**src/rtl/tdm_demux.sv**
```systemverilog
// Receive-side TDM framer: locks onto the slot-0 sync marker and rebuilds
// each frame of CHANNELS samples into one parallel word with a valid pulse.

module tdm_demux_lane #(
    parameter int WIDTH   = 8,
    parameter bit IS_LAST = 1'b0
) (
    input  logic             clk,
    input  logic             rst,
    input  logic             wr_i,
    input  logic             cap_i,
    input  logic [WIDTH-1:0] din_i,
    output logic [WIDTH-1:0] out_o
);
    logic [WIDTH-1:0] out_q;

    generate
        if (IS_LAST) begin : g_last
            // The last slot completes the frame, so it goes straight to the output.
            always_ff @(posedge clk or posedge rst) begin
                if (rst)        out_q <= '0;
                else if (cap_i) out_q <= din_i;
            end
        end else begin : g_mid
            logic [WIDTH-1:0] buf_q;
            always_ff @(posedge clk or posedge rst) begin
                if (rst) begin
                    buf_q <= '0;
                    out_q <= '0;
                end else begin
                    if (wr_i)  buf_q <= din_i;
                    if (cap_i) out_q <= buf_q;
                end
            end
        end
    endgenerate

    assign out_o = out_q;
endmodule

module tdm_demux #(
    parameter int WIDTH    = 8,
    parameter int CHANNELS = 4,
    parameter int SW       = $clog2(CHANNELS)
) (
    input  logic                      clk,
    input  logic                      rst,
    input  logic                      in_valid,
    input  logic [WIDTH-1:0]          in_data,
    input  logic                      in_sync,
    output logic [CHANNELS*WIDTH-1:0] out_data,
    output logic                      out_valid,
    output logic                      locked,
    output logic                      sync_err,
    output logic [SW-1:0]             slot
);
    typedef enum logic {HUNT, LOCKED} state_t;

    state_t        state_q;
    logic [SW-1:0] slot_q;
    logic          out_valid_q;
    logic          sync_err_q;

    logic [CHANNELS-1:0]            wr;
    logic                           cap;
    logic                           last_slot;
    logic [CHANNELS-1:0][WIDTH-1:0] lane_out;

    assign last_slot = (slot_q == SW'(CHANNELS - 1));

    always_comb begin
        wr  = '0;
        cap = 1'b0;
        if (in_valid) begin
            if (in_sync) begin
                wr[0] = 1'b1;
            end else if (state_q == LOCKED && slot_q != '0) begin
                wr[slot_q] = 1'b1;
                cap        = last_slot;
            end
        end
    end

    always_ff @(posedge clk or posedge rst) begin
        if (rst) begin
            state_q     <= HUNT;
            slot_q      <= '0;
            out_valid_q <= 1'b0;
            sync_err_q  <= 1'b0;
        end else begin
            out_valid_q <= cap;
            sync_err_q  <= 1'b0;
            if (in_valid) begin
                case (state_q)
                    HUNT: begin
                        if (in_sync) begin
                            slot_q  <= SW'(1);
                            state_q <= LOCKED;
                        end
                    end
                    LOCKED: begin
                        if (in_sync) begin
                            // Early sync abandons the partial frame and restarts at slot 1.
                            sync_err_q <= (slot_q != '0);
                            slot_q     <= SW'(1);
                        end else if (slot_q == '0) begin
                            sync_err_q <= 1'b1;
                            state_q    <= HUNT;
                        end else if (last_slot) begin
                            slot_q <= '0;
                        end else begin
                            slot_q <= slot_q + SW'(1);
                        end
                    end
                    default: state_q <= HUNT;
                endcase
            end
        end
    end

    genvar k;
    generate
        for (k = 0; k < CHANNELS; k++) begin : g_lane
            tdm_demux_lane #(
                .WIDTH  (WIDTH),
                .IS_LAST(k == CHANNELS - 1)
            ) u_lane (
                .clk  (clk),
                .rst  (rst),
                .wr_i (wr[k]),
                .cap_i(cap),
                .din_i(in_data),
                .out_o(lane_out[k])
            );
        end
    endgenerate

    assign out_data  = lane_out;
    assign out_valid = out_valid_q;
    assign locked    = (state_q == LOCKED);
    assign sync_err  = sync_err_q;
    assign slot      = slot_q;
endmodule

```
**config.mk**
```make
export PLATFORM = sky130hd
export DESIGN_NAME = tdm_demux
export DESIGN_NICKNAME = d
export VERILOG_FILES = /design/src/rtl/tdm_demux.sv
export SDC_FILE = /design/constraint.sdc
export NUM_CORES = 1
export LEC_CHECK = 0
export ABC_AREA = 1
export CAP_MARGIN = 40
export CORE_MARGIN = 2
export CORE_UTILIZATION = 52
export DETAILED_ROUTE_END_ITERATION = 6
export PLACE_DENSITY = 0.82
export SLEW_MARGIN = 20
export SYNTH_ARGS = -nofsm -noshare
export SYNTH_HDL_FRONTEND = slang
export SYNTH_SLANG_ARGS = --single-unit
```
**constraint.sdc**
```tcl
create_clock -name clk -period 2.4 [get_ports clk]
set_input_delay 0.24 -clock clk [delete_from_list [all_inputs] [get_ports clk]]
set_output_delay 0.24 -clock clk [all_outputs]
set_load 0.02 [all_outputs]
```
==> qor.csv <==
metric,value,unit
# hold bufs at CTS,0,
design area,3600,sq um
TritonCTS Sinks,61,
dominant cells by area after synthesis,"dfrtp_1 54%, nand2_1 16%, o21bai_1 13%",
CP arrival,2.09,ns
Final period util,75.8,%
CP bufs+invs,3,
RSZ-0062 raised after global routing,no,
Placer Congestion,0.813,
Worst slew margin,70.4,%
DRT iter0 DRCs,192,
# DRC,0,
Initial Utilization,54.6,%
final net count,396,
reg2reg path depth,8,
Non-Filler Instances,454,
Avg Synthesized Cell Area,8.63,sq um
"Cell Area, Synth",2840,sq um
Setup Buffers After CTS,0,
Via density,4.85,
CP Max Fanout,20,
Comb pwr share,42.8,%
dpl hpwl,4020,microns
area grow syn2layout,26.7,%
outcome,"complete, no violations",
vias in the first global route,2174,
Yosys reg bits,61,
layout cells sized above 1,8.07,%
Die Area,6070,sq um
total gr overflow,0,
post-cts sizing count,0,
Tightest Hold Check Type,in -> async,
"EDFF count, synth",0,
Reg area,1530,sq um
internal power component,2.98,mW
top_reg_cell synth,dfrtp_1,
Routed WL,6170,microns
worst path required time,2.67,ns
syn_nets,346,
most used cell along the critical path,nand2_1,
PwrDens,1310,nW/um^2
Skew-Pair Late Insertion Delay,0.33,ns
Buffers on Ports,48,
die height,77.9,microns
GRT Overall Usage,22.2,%
clk root buf,clkbuf_8,
first-pass GRT wire length,10400,microns
leakage,1.80,nW
"slowest stage delay, CP",0.43,ns
Synth top area share,53.7,%
Placed Area,3390,sq um
CP Depth,8,
sequential power share,37.0,%
number of I/O pins,49,
worst reg2reg startpoint,slot[0]$_DFFE_PP0P_,
Worst Skew,0.00661,ns
Startpoint Class,flip-flop,
WHS,0.266,ns
DP Cell Count,438,
crit-path cells,"inv_1, ha_1, inv_2, nand3_4, nor2_4, buf_4, nand2_1, nand2_1",
asr flop ratio synth,100,%
DRT antenna net count,0,
Pwr Total,4.72,mW
achievable frequency,550,MHz
initial antenna violation count,0,
Ys Warns,0,
Worst Setup SP,slot[0]$_DFFE_PP0P_,
Die X,77.9,microns
H-tree depth,3,
# diodes,0,
post-synthesis instance total,329,
# rows,26,
DR pass1 iterations,4,
clock network fraction of design power,20.2,%
max cap viols,0,
clock slew at reported path FFs,0.07,ns
fin crit period,1.82,ns
Worst setup EP type,flip-flop,
Worst path slowest cell,dfrtp_1,
critical path type,reg -> reg,
Core Box Area,5200,sq um
leading area contributor after synthesis,dfrtp_1,
final setup fails,0,
CTS tree,built,
WL per Instance,13.6,microns
crit-path leading delay family,simple AND/OR/NAND/NOR gates,
"reg-to-reg slack, setup",0.58,ns
final slew viol count,0,
VDD IR-drop max,0.681,mV
switching power,1.74,mW
post-route setup TNS,0,ns
"Hold Vio Cnt, Final",0,
Fill cells,418,
Sw Share,36.9,%
"Seq/Total Area, Yosys",53.7,%
via count,2201,
Inserted Clock Buffers,9,
area of the multi-input gates,1030,sq um
number of distinct library cells after synthesis,18,
Worst-Margin Slew,0.442,ns
pin count of the biggest net entering global routing,62,
Clock Path Buffers,2,
[worst min-delay path, cell delays in order]
cell and delay (ns):
clkdlybuf4s50_1 0.41, inv_2 0.07, buf_12 0.27
[Yosys cell counts, types with 2 or more instances]
master    count
dfrtp_1      61
inv_1        54
nand3_2       2
clkbuf_1      5
buf_2         8
nand3_1      12
nor2_1        3
o21bai_1     48
ha_1          5
nand2_1     122
nor2_2        2
[sequential cells by signal, indices dropped and copies added (netlist names)]
| name | count |
|---|---|
| g_lane.u_lane.out_o | 32 |
| g_lane.u_lane.g_mid.buf_q | 24 |
| slot | 2 |
| locked | 1 |
| out_valid | 1 |
| sync_err | 1 |
[final timing paths]
path / endpoint
setup reg to reg: g_lane[1].u_lane.out_o[7]$_DFFE_PP0P_
hold / removal: g_lane[3].u_lane.out_o[4]$_DFFE_PP0P_
setup / recovery: g_lane[1].u_lane.out_o[7]$_DFFE_PP0P_
hold reg to reg: g_lane[2].u_lane.out_o[2]$_DFFE_PP0P_
max in group asynchronous: g_lane[1].u_lane.out_o[3]$_DFFE_PP0P_
min in group clk: g_lane[2].u_lane.out_o[2]$_DFFE_PP0P_
[cells in the final DEF (no fill, tap or decap)]
cell type        count
nand3_2              2
dfrtp_1             61
buf_4                5
ha_1                 5
nand2_4              1
nor2_1               3
nor2_2               2
nand3_4              1
clkbuf_8            12
inv_1               53
inv_2                2
buf_12               1
nand2_1            122
o21ai_0              1
o21bai_1            48
clkdlybuf4s50_1     48
nor2_4               1
nand3_1             12
bufinv_16            1
clkinv_2             3
[layout make-up]
class / instances / share of cell area, %
inverter: 55 / 5.74
tap: 70 / 2.43
clock buffer: 12 / 4.59
clock inverter: 4 / 1.25
multi-input combinational: 198 / 28.6
sequential: 61 / 42.4
timing repair buffer: 54 / 15.0
[through the flow]
stage,worst slack (ns),utilization (%)
2_1_floorplan,0.647,-
3_3_place_gp,0.565,65.1
3_5_place_dp,0.550,65.1
4_1_cts,0.577,69.1
5_1_grt,0.461,69.1
6_report,0.581,69.1
[kinds of logic (layout without fill, tap and decap cells)]
logic type      after synthesis  count (layout)  synth area share, %
compound gates               49              49                 12.9
fa+ha+maj                     5               5                 2.20
flops                        61              61                 53.7
simple gates                144             144                 21.2
buf+inv                      70             125                 10.0
[power by group through the flow]
stage / Combinational, mW / Sequential [mW] / Clock, mW
after floorplan: 0.862 / 2.08 / 0
after global placement: 1.96 / 1.75 / 0
after detailed placement: 2.01 / 1.76 / 0
after CTS: 2.04 / 1.75 / 0.962
after global routing: 2.23 / 1.81 / 1.01
final: 2.02 / 1.75 / 0.953
[routing by layer]
layer | vias to the layer above | wire length [microns] | track usage (%) | share of wire (%)
li1 | 1093 | - | - | -
met1 | 1033 | 2780 | 30.5 | 45
met2 | 70 | 2950 | 33.6 | 48
met3 | 5 | 353 | 5.23 | 5.7
met4 | 0 | 79 | 10.0 | 1.3
met5 | - | 0 | 0 | 0
Note: power is estimated with default switching activity, not from simulation.
